[src/rtl/lc3_mem_access_unit.sv]
// lc3_mem_access_unit: sequences LD/LDI/ST memory transactions and register write-back from a decoded control word
module lc3_mem_access_unit #(
  parameter int DATA_W  = 16,
  parameter int TIMEOUT = 15,
  parameter int CNT_W   = 4
) (
  input  logic              clk,
  input  logic              rst,
  input  logic              req_valid,
  output logic              req_ready,
  input  logic [3:0]        alu_op,
  input  logic              mem_read,
  input  logic              mem_write,
  input  logic              reg_write,
  input  logic [DATA_W-1:0] addr,
  input  logic [DATA_W-1:0] st_data,
  input  logic [DATA_W-1:0] alu_result,
  output logic              mem_req,
  output logic              mem_we,
  output logic [DATA_W-1:0] mem_addr,
  output logic [DATA_W-1:0] mem_wdata,
  input  logic [DATA_W-1:0] mem_rdata,
  input  logic              mem_ready,
  output logic              done,
  output logic              rf_we,
  output logic [DATA_W-1:0] rf_wdata,
  output logic              err
);
  typedef enum logic [2:0] {IDLE, RD1, RD2, WR, FIN} state_t;
  localparam logic [CNT_W-1:0] TO = CNT_W'(TIMEOUT);
  state_t           state;
  logic [CNT_W-1:0] cnt;
  logic             ind;
  logic             is_ld, is_ldi, is_st, is_reg, to_hit;
  always_comb begin
    is_ld  = alu_op == 4'b0011 && mem_read && !mem_write;
    is_ldi = alu_op == 4'b0100 && mem_read && !mem_write;
    is_st  = alu_op == 4'b0110 && mem_write && !mem_read;
    is_reg = (alu_op == 4'b0000 || alu_op == 4'b0001 || alu_op == 4'b0010 || alu_op == 4'b0101)
             && reg_write && !mem_read && !mem_write;
    to_hit = TIMEOUT != 0 && cnt + CNT_W'(1) == TO;
  end
  always_ff @(posedge clk) begin
    if (rst) begin
      state     <= IDLE;
      cnt       <= '0;
      ind       <= 1'b0;
      req_ready <= 1'b1;
      mem_req   <= 1'b0;
      mem_we    <= 1'b0;
      mem_addr  <= '0;
      mem_wdata <= '0;
      done      <= 1'b0;
      rf_we     <= 1'b0;
      rf_wdata  <= '0;
      err       <= 1'b0;
    end else begin
      done  <= 1'b0;
      rf_we <= 1'b0;
      err   <= 1'b0;
      unique case (state)
        IDLE: if (req_valid) begin
          req_ready <= 1'b0;
          cnt       <= '0;
          ind       <= is_ldi;
          if (is_ld || is_ldi || is_st) begin
            state    <= is_st ? WR : RD1;
            mem_req  <= 1'b1;
            mem_we   <= is_st;
            mem_addr <= addr;
            if (is_st) mem_wdata <= st_data;
          end else begin
            state <= FIN;
            done  <= 1'b1;
            rf_we <= is_reg;
            err   <= !is_reg;
            if (is_reg) rf_wdata <= alu_result;
          end
        end
        RD1, RD2, WR: if (mem_ready) begin
          cnt <= '0;
          if (state == RD1 && ind) begin
            state    <= RD2;
            mem_addr <= mem_rdata;
          end else begin
            state   <= FIN;
            mem_req <= 1'b0;
            mem_we  <= 1'b0;
            done    <= 1'b1;
            rf_we   <= state != WR;
            if (state != WR) rf_wdata <= mem_rdata;
          end
        end else if (to_hit) begin
          state   <= FIN;
          mem_req <= 1'b0;
          mem_we  <= 1'b0;
          done    <= 1'b1;
          err     <= 1'b1;
        end else begin
          cnt <= cnt + CNT_W'(1);
        end
        FIN: begin
          state     <= IDLE;
          req_ready <= 1'b1;
        end
        default: state <= IDLE;
      endcase
    end
  end
endmodule

[config.mk]
export PLATFORM = sky130hd
export DESIGN_NAME = lc3_mem_access_unit
export DESIGN_NICKNAME = d
export VERILOG_FILES = /design/src/rtl/lc3_mem_access_unit.sv
export SDC_FILE = /design/constraint.sdc
export NUM_CORES = 1
export LEC_CHECK = 0
export CAP_MARGIN = 10
export CORE_ASPECT_RATIO = 0.9
export CORE_MARGIN = 4
export CORE_UTILIZATION = 30
export DETAILED_ROUTE_END_ITERATION = 8
export MAX_ROUTING_LAYER = met4
export SYNTH_ARGS = -nofsm -noshare
export SYNTH_HDL_FRONTEND = slang
export SYNTH_SLANG_ARGS = --single-unit
[constraint.sdc]
create_clock -name clk -period 4.4 [get_ports clk]
set_input_delay 1.32 -clock clk [delete_from_list [all_inputs] [get_ports clk]]
set_output_delay 1.32 -clock clk [all_outputs]
set_load 0.02 [all_outputs]
== Word-level counts from Yosys, hierarchy flattened ==
Index checks and enable logic that the tools add are counted.

* Add/subtract/negate cells: 1
* Multiply operators: 0
* Divide/modulo/power cells: 0
* Order comparisons: 0
* Equal/unequal tests: 23
* Shift-type cells: 0
* Multiplexer cells: 49
* Bitwise operators: 0
* Reductions and logical operators: 31

{| class="wikitable"
|+ Operators by type and width
! operator !! number
|-
| $mux 16 || 10
|-
| $pmux 16 s2 || 2
|-
| $mux 1 || 20
|-
| $ne 2x2->1 const B || 8
|-
| $mux 3 || 5
|-
| $eq 4x3->1 const B || 3
|-
| $mux 4 || 3
|-
| $pmux 1 s2 || 6
|-
| $logic_and 1x1->1 || 10
|-
| $reduce_and 5->1 || 2
|-
| $ne 3x3->1 const B || 3
|-
| $eq 4x2->1 const B || 2
|-
| $pmux 4 s2 || 1
|-
| $reduce_and 7->1 || 1
|-
| $eq 3x2->1 const B || 2
|-
| $pmux 3 s2 || 1
|-
| $reduce_and 2->1 || 3
|-
| $logic_or 1x1->1 || 5
|-
| $add 4x1->4 const B || 1
|-
| $eq 4x1->1 const B || 1
|-
| $eq 4x4->1 const B || 1
|-
| $logic_not 4->1 || 1
|-
| $reduce_and 4->1 || 1
|-
| $reduce_bool 2->1 || 2
|-
| other kinds (8) || 10
|}

* Register bits after elaboration: 62
* Bits in latches: 0
* RAM bits: 0
* Bits in read-only memories: 0
* Bits of input ports: 75
* Output and inout bits: 54
* Word-level logic and storage cells: 116
* Memories: 0

== Depth between registers and ports, before layout ==
Gate-level depths: netlist of run 1.

* Depth after elaboration: 11
* Gate-level depth with buffers: 9
* Depth with buffers taken out: 6

== Least setup slack after synthesis of run 1 ==
Ideal clock, no wire load.

* Path type: input to register
* Start point: input alu_op[3]
* End point: register mem_addr[0]
* Library setup time: 0.119 ns
* Arrival: 2.655 ns
* Required time: 4.281 ns
* Slack: 1.626 ns
* Cell stages on the path: 6
* Path buffers: 1
* Cells stage by stage: or4b_1 -> or4_1 -> nand3_2 -> a21oi_2 -> buf_6 -> o2bb2ai_1

* Longest elaborated chain between the ends: 7
* Elaborated cells between the ends (all ways): 13
* Those cells by class: eq/ne (4); reduce/logical (9)

{| class="wikitable"
|+ RTL lines
! what !! line !! text
|-
| start: declaration || 11 || <nowiki>input logic [3:0] alu_op,</nowiki>
|-
| $eq 4x2->1 / $eq 4x3->1 (equally long branches) || 36, 37 ||
|-
| $logic_and 1x1->1, on equally long branches (2 in series) || 36, 37 ||
|-
| $logic_or 1x1->1 || 66 || <nowiki>if (is_ld || is_ldi || is_st) begin</nowiki>
|-
| $logic_or 1x1->1 * || 66 ||
|-
| $ne 2x2->1 (no line) * || -- ||
|-
| $reduce_and 5->1 (no line) * || -- ||
|-
| end signal: assignment || 70 || <nowiki>mem_addr <= addr;</nowiki>
|-
| end signal: assignment || 84 || <nowiki>mem_addr <= mem_rdata;</nowiki>
|-
| end: declaration || 20 || <nowiki>output logic [DATA_W-1:0] mem_addr,</nowiki>
|}

Every way passes the cells marked *; elsewhere a longest branch is shown, timed or not.
A chain may end at the register's enable or synchronous reset.

== Final worst setup path of run 1 ==
* Start point: input req_valid
* End point: register mem_addr[0]

* Longest elaborated chain between the ends: 2

{| class="wikitable"
|+ RTL lines
! what !! line !! text
|-
| start: declaration || 9 || <nowiki>input logic req_valid,</nowiki>
|-
| $ne 2x2->1 (no line) || -- ||
|-
| $reduce_and 5->1 (no line) || -- ||
|}

No other way between the ends.

==> summary by stage, run 1 <==
Run status
The run finished with clean final reports.

Cells and area
The number of cells in the finished layout apart from fillers is 565. The layout cell share with drive strength beyond 1 is 0.0650. The most frequent standard cell in the layout excluding fill and tap cells is sky130_fd_sc_hd__clkdlybuf4s50_1.

In the final layout, the multi-input gates occupy 0.00140 mm^2. The final instance area is 0.00435 mm^2. From synthesis to final layout, the design area changed by 57.3%. Fill cells in the final layout number 819.

The antenna diode count is 0. For this run, the post-layout net count is 518. In the layout the commonest cells are sky130_fd_sc_hd__clkdlybuf4s50_1 (127), sky130_fd_sc_hd__nand2_1 (73), sky130_fd_sc_hd__dfxtp_1 (62), sky130_fd_sc_hd__a21oi_1 (21), sky130_fd_sc_hd__nor2_1 (20). Summing all flip-flop and latch instances after layout gives 0.00124 mm^2.

Drt
The number of vias in the routed layout is 2,757. The DRC violation count after routing is 0. The average detailed-routed wire length per instance is 15.1 um. The total routed wirelength is 8550 um. Using the TritonRoute via totals, the vias-per-cell ratio works out to 4.88.

The detailed-router iteration count before antenna repair is 4. The iteration-0 DRC count of the detailed router is 110. The antenna violation net count after detailed routing is 0.

Timing
The number of pins with negative max-slew slack in the final report was 0. In this run the tightest slew margin relative to its limit is 0.498. The number of failing hold endpoints at the final stage is 0. Timing would allow up to 315 MHz. The worst path in the final design needs a cycle of 3.17 ns, including I/O delays and setup. The setup total negative slack is 0 ns. The slew at the pin closest to its max-slew limit is 0.752 ns. The worst-case clock skew is 0.0106 ns. The worst path meets setup with 1.23 ns of slack. Hold is met by 0.457 ns. The share of the clock period used by the worst path is 0.720. The final setup violation count is 0. Setup repair after global routing left no endpoint under its margin.

Yosys
The synthesized instance count is 322. The adder-cell share of the synthesized area is 0.00904. Synthesis produced a netlist with a net count of 399. Of the total synthesized cell area, the portion taken by AND, OR, NAND and NOR gates is 0.233. Of the total synthesized cell area, the portion taken by XOR and XNOR cells is 0.00316. The most used flip-flop cell after synthesis is sky130_fd_sc_hd__dfxtp_1. The number of enable flip-flop cells after synthesis is 0. Of all flip-flops after synthesis, the portion carrying an async set or reset was 0. Synthesis inferred 62 register bits. The post-synthesis average cell area is 8.60 um^2. During synthesis, Yosys emitted a total of 0 warnings. The share of the synthesized area in compound gates (AO/OA/AOI/OAI) is 0.250. In this run the cell area of the synthesized design comes to 0.00277 mm^2. The number of distinct library cells after synthesis is 57. The post-synthesis sequential area ratio is 0.448.

After synthesis, the largest family of logic cells by area is compound AO/OA/AOI/OAI gates. Measured against the total synthesized area, the mux share comes to 0.00769.

Setup path
The critical path endpoint category is a flip-flop. Walking the worst path, the cells encountered are clkdlybuf4s50_1 -> or4b_1 -> or4_1 -> nand3_2 -> a21oi_2 -> o2bb2ai_1. The worst endpoint required time is 4.62 ns. The maximum fanout along the worst path is 15. The number of buffers and inverters on the critical path is 1. On the critical path, the stage with the largest delay is an instance of sky130_fd_sc_hd__clkdlybuf4s50_1. The worst setup path is launched from an input pin.

The kind of critical path is in -> reg. At the worst endpoint, the arrival time is 3.39 ns. The largest single stage delay on the critical path is 0.60 ns. The kind of cell adding the most delay to the critical path is simple AND/OR/NAND/NOR gates.

Power and ir drop
The analysis attributes to cell leakage a power of 1.52 nW. The worst voltage drop across the vdd grid is 134 uV. Dividing total power by cell area gives a power density of 310 mW/mm^2.

Global routing
For met1 alone, demand over resource in global routing was 0.212. The global routing usage on met3 is 0.0604. The number of global-route vias before repair is 2,736. The maximum number of pins on one net before global-route repair is 37. For this run, the total global-route usage over all layers was measured as 0.162. The total grt overflow is 0. The first global-routing pass estimated 13,500 um of wire. After global routing, the most crowded layer is met2. For this run, global-route usage on met2 was measured as 0.234.

The initial antenna violation count is 0.

Place
The routability-driven placement congestion ratio is 0.845. The count of port buffers added during placement is 128. The number of placed cells counting well taps is 549. The estimated wirelength of the detail-placed design is 6250 um. OpenSTA, run right after detailed placement, puts the worst setup slack at 0.918 ns. In this run the cell area measured after placement is 0.00411 mm^2.

Die
In this run the count of I/O pins placed on the die edge is 129. Measured along the y axis, the die boundary spans 99.1 um. The initial standard-cell utilization of the core is 0.316.

The die is 109 um wide. The die covers 0.0108 mm^2. The core region is 0.00877 mm^2. The standard-cell row count is 32.

Clock tree
TritonCTS built the clock tree. The buffer type at the clock tree root is sky130_fd_sc_hd__clkbuf_8. The number of buffers inserted during clock tree synthesis is 9. The number of hold buffers added after CTS is 0.

The clock drives 62 sinks. The count of H-tree levels built during CTS is 3. After clock tree synthesis, the clock-pin slew on the worst setup and hold paths is 0.07 ns.

Once the clock tree was built, the setup fixing pass inserted 0 buffers. In this run, post-CTS repair resized a total of 0 instances. The maximum clock path buffer count is 2. At the later pin of the worst-skew pair, clock insertion delay measures 0.33 ns.

Flow run
The number of violations of the max-capacitance limit is 0.

Hold path
The worst min-delay path class is reg -> reg.
[tightest hold or removal path, stage by stage (launching register included)]
cell                      delay, ns
sky130_fd_sc_hd__dfxtp_1       0.31
sky130_fd_sc_hd__nand2_1       0.05
sky130_fd_sc_hd__a21oi_1       0.05
[per-stage QoR]
| stage | utilization | power [mW] |
|---|---|---|
| after floorplan | - | 0.648 |
| after global placement | 0.468 | 0.745 |
| after detailed placement | 0.468 | 0.745 |
| after CTS | 0.496 | 1.37 |
| after global routing | 0.496 | 1.41 |
| final | 0.496 | 1.35 |
[flip-flops by register name (all words and copies together), names as in the netlist, 3 cells and up]
name	count
cnt	4
mem_addr	16
state	3
mem_wdata	16
rf_wdata	16
[cells by family after synthesis]
family | Yosys count
AOI/OAI and AO/OA | 92
buffers and inverters | 27
DFF | 62
adders and majority gates | 2
xor gates and xnor gates | 1
muxes | 2
and+or+nand+nor | 136
[per-layer routing]
metal,wire (um),vias to the layer above
li1,-,1395
met1,4050,1239
met2,3520,115
met3,899,8
met4,79,0
met5,0,-
[cells in the mapped netlist, types with 4 or more instances]
master / count / area share
sky130_fd_sc_hd__o21ai_0: 4 / 0.0072
sky130_fd_sc_hd__a311oi_1: 16 / 0.051
sky130_fd_sc_hd__a21oi_1: 21 / 0.038
sky130_fd_sc_hd__or3_1: 4 / 0.0090
sky130_fd_sc_hd__o2bb2ai_1: 15 / 0.047
sky130_fd_sc_hd__inv_1: 4 / 0.0054
sky130_fd_sc_hd__dfxtp_1: 62 / 0.45
sky130_fd_sc_hd__buf_2: 6 / 0.011
sky130_fd_sc_hd__nor2b_1: 4 / 0.0090
sky130_fd_sc_hd__a21boi_0: 16 / 0.043
sky130_fd_sc_hd__nand3_1: 5 / 0.0090
sky130_fd_sc_hd__nor2_1: 20 / 0.027
sky130_fd_sc_hd__nand2_1: 73 / 0.099
sky130_fd_sc_hd__clkbuf_1: 12 / 0.016
[path summary, 6_finish.rpt]
| path | from | endpoint | slack (ns) | cells after the start |
|---|---|---|---|---|
| max | req_valid | mem_addr[0]$_SDFFE_PP0P_ | 1.23 | 6 |
| min | mem_wdata[15]$_SDFFE_PP0P_ | mem_wdata[15]$_SDFFE_PP0P_ | 0.46 | 2 |
| max reg2reg | state[2]$_SDFFE_PP0P_ | cnt[2]$_SDFFE_PP0P_ | 2.09 | 5 |
| min reg2reg | mem_wdata[15]$_SDFFE_PP0P_ | mem_wdata[15]$_SDFFE_PP0P_ | 0.46 | 2 |
[power breakdown]
part	leakage [nW]	switching [mW]	internal, mW
sequential	0.501	0.00688	0.570
clock	0.126	0.227	0.391
combinational	0.888	0.0633	0.0911
[area by class of cell]
class | instances | share of cell area
sequential | 62 | 0.285
timing repair buffer | 131 | 0.298
inverter | 4 | 0.00345
clock buffer | 10 | 0.0316
multi-input combinational | 233 | 0.322
clock inverter | 6 | 0.0250
tap | 119 | 0.0342
Note: power is estimated with default switching activity, not from simulation.
==> run 2: changes to the inputs <==
Clock period 4.4 ns to 2.65 ns, I/O delays scaled along.
==> run 2 against run 1 <==
Final cell count up 1.6%; flip-flop and latch count stayed put; register-to-register slack got worse by 1.5 ns; non-clock buffer count rose by 10; die area unchanged; routed wire length down 1.6%; sequential power up 66%; critical path type unchanged; highest routed layer unchanged.
==> summary by stage, run 2 (synthesized netlist as in run 1, its figures left out) <==
Run status
The run finished with clean final reports.

Clock tree
The number of hold buffers added after CTS is 0 (unchanged). The setup fix buffers added after clock tree synthesis was 0 (unchanged). The post-CTS clock slew at the launch and capture registers of the worst setup and hold paths is 0.07 ns (about the same). The count of cells resized by post-cts repair is 0 (unchanged). The count of H-tree levels built during CTS is 3 (unchanged). The sink count of the clock tree is 62 (unchanged). TritonCTS built the clock tree.

The number of buffers inserted during clock tree synthesis is 9 (unchanged). The tree is rooted in a sky130_fd_sc_hd__clkbuf_8. The maximum clock path buffer count is 2 (unchanged). The clock latency reported for the late side of the worst-skew pair was 0.33 ns (about the same).

Die
The die boundary height is 99.1 um (unchanged). The floorplan core area is 0.00877 mm^2 (unchanged). The area enclosed by the die boundary came to 0.0108 mm^2 (unchanged).

The top-level port count is 129 (unchanged). The standard-cell row count is 32 (unchanged). The overall die width came to 109 um (unchanged). The initial standard-cell utilization of the core came to 0.316 (unchanged).

Timing
The worst-case clock skew is 0.00434 ns (-0.00630 ns). The slew at the pin closest to its max-slew limit is 0.717 ns (-0.0358 ns). The number of pins with negative max-slew slack in the final report is 0 (unchanged). The highest attainable clock frequency is 406 MHz.

The share of the clock period used by the worst path is 0.929. The worst-case headroom to the max-slew limit was 0.518 (+0.0198). The final setup violation count came to 0 (unchanged). The minimum period implied by the final worst setup slack is 2.46 ns. Setup repair after global routing left no endpoint under its margin. The number of failing hold endpoints at the final stage is 0 (unchanged).

Cells and area
The antenna diode count was 0 (unchanged). Relative to the synthesized area, the layout overhead comes to 59.5%. The layout cell share with drive strength beyond 1 is 0.0835 (+0.0185). The count of fill cells added during filler insertion is 840 (+2.6%). The top cell types in the final layout, fill and taps aside, are sky130_fd_sc_hd__clkdlybuf4s50_1 (127), sky130_fd_sc_hd__nand2_1 (73), sky130_fd_sc_hd__dfxtp_1 (62), sky130_fd_sc_hd__a21oi_1 (21), sky130_fd_sc_hd__nor2_1 (20). In the final layout, the registers with the most flip-flops are mem_addr (16), mem_wdata (16), rf_wdata (16). The final cell utilization of the core was 0.503 (+0.00699). The final layout net count is 528 (+1.9%). The library cell used most frequently in the layout, excluding fill and tap cells, is sky130_fd_sc_hd__clkdlybuf4s50_1.

Place
The count of port buffers added during placement came to 128 (unchanged). The routability-driven placement congestion ratio was 0.811 (-4.1%). The estimated wirelength of the detail-placed design is 6260 um (+0.13%).

Global routing
The number of global-route vias before repair is 2,744 (+0.29%). The maximum number of pins on one net before global-route repair was 36 (-2.7%). The total grt overflow is 0 (unchanged). The wire length of the first global-routing pass is 13,200 um (-2.1%). The total global routing track utilization is 0.158 (-0.00361). The initial antenna violation count is 0 (unchanged).

Drt
The total routed wirelength is 8420 um (-1.6%). The antenna violation net count after detailed routing came to 0 (unchanged). The detailed-router iteration count before antenna repair is 4 (unchanged). The highest layer touched by signal routing is met4.

The wire length on met2 is 3600 um (+2.5%). The DRC violation count after routing is 0 (unchanged). The number of vias in the routed layout is 2,835 (+2.8%). The wire length on met3 came to 1040 um (+15%). The ratio of routed vias to standard cells is 4.94 (+1.2%). The wire length on met1 is 3710 um (-8.5%). The iteration-0 DRC count of the detailed router is 127 (+15%). The average detailed-routed wire length per instance came to 14.7 um (-3.1%).

Flow run
The number of violations of the max-capacitance limit is 0 (unchanged).

Power and ir drop
The worst voltage drop across the vdd grid came to 273 uV (+100%). The power per standard cell area is 471 mW/mm^2 (+52%). The standby leakage power is 1.55 nW (+2.2%). The overall power after layout is 2.08 mW (+54%).

Setup path
The launching element type of the critical path is an input pin. The arrival time of data at the critical path endpoint is 2.68 ns (-0.71 ns). The kind of critical path is in -> reg. STA classifies the critical path endpoint as a flip-flop.

The maximum fanout along the worst path is 15 (unchanged). The worst endpoint required time is 2.86 ns (-1.76 ns).

Hold path
The worst min-delay path class is reg -> reg.
run 2: changes by cell type in the layout (fill, tap and decap cells not counted), sizes merged:
| cell | before | now |
|---|---|---|
| buf | 4 | 14 |
| bufinv | 3 | 1 |
| clkbuf | 10 | 12 |
| clkinv | 3 | 1 |
| clkinvlp | 0 | 1 |
run 2: worst max-delay path, cell delays in order:
cell and delay, ns:
sky130_fd_sc_hd__clkdlybuf4s50_1 0.46, sky130_fd_sc_hd__or4b_1 0.46, sky130_fd_sc_hd__or4_1 0.44, sky130_fd_sc_hd__nand3_2 0.12, sky130_fd_sc_hd__a21oi_2 0.20, sky130_fd_sc_hd__o2bb2ai_1 0.19
run 2: final timing paths:
path,startpoint,cells past startpoint,slack [ns],end
min,mem_wdata[13]$_SDFFE_PP0P_,2,0.45,mem_wdata[13]$_SDFFE_PP0P_
min reg2reg,mem_wdata[13]$_SDFFE_PP0P_,2,0.45,mem_wdata[13]$_SDFFE_PP0P_
max reg2reg,cnt[0]$_SDFFE_PP0P_,6,0.61,cnt[2]$_SDFFE_PP0P_
max,alu_op[3],6,0.19,mem_addr[12]$_SDFFE_PP0P_
run 2: report_power, final:
group          leakage (nW)  internal (mW)  switching (mW)
Sequential            0.501          0.947          0.0115
Combinational         0.943          0.157           0.106
Clock                 0.104          0.505           0.355
run 2: stage by stage:
step           hold slack [ns]  TNS (ns)  area (um^2)  instances  setup WS (ns)
2_1_floorplan            0.445         0         2770        322          0.401
3_3_place_gp             0.442     -2.03         4210        559         -0.134
3_5_place_dp             0.447     -2.61         4210        559         -0.169
4_1_cts                  0.456         0         4410        574          0.192
5_1_grt                  0.478         0         4410        574         0.0620
6_report                 0.454         0         4410        574          0.188
run 2: layout make-up:
| type | count | area [um^2] | area share |
|---|---|---|---|
| clock buffers | 12 | 165 | 0.0374 |
| clock inverters | 3 | 42.5 | 0.00964 |
| inverters | 4 | 15.0 | 0.00340 |
| multi-input cells | 233 | 1400 | 0.318 |
| flip-flops and latches | 62 | 1240 | 0.281 |
| well taps | 119 | 149 | 0.0337 |
| repair buffers | 141 | 1400 | 0.317 |
run 2: metal layers:
metal | global-route usage | vias to the layer above
met5 | - | -
li1 | - | 1415
met3 | 0.0772 | 8
met2 | 0.239 | 121
met4 | 0.0403 | 0
met1 | 0.189 | 1291
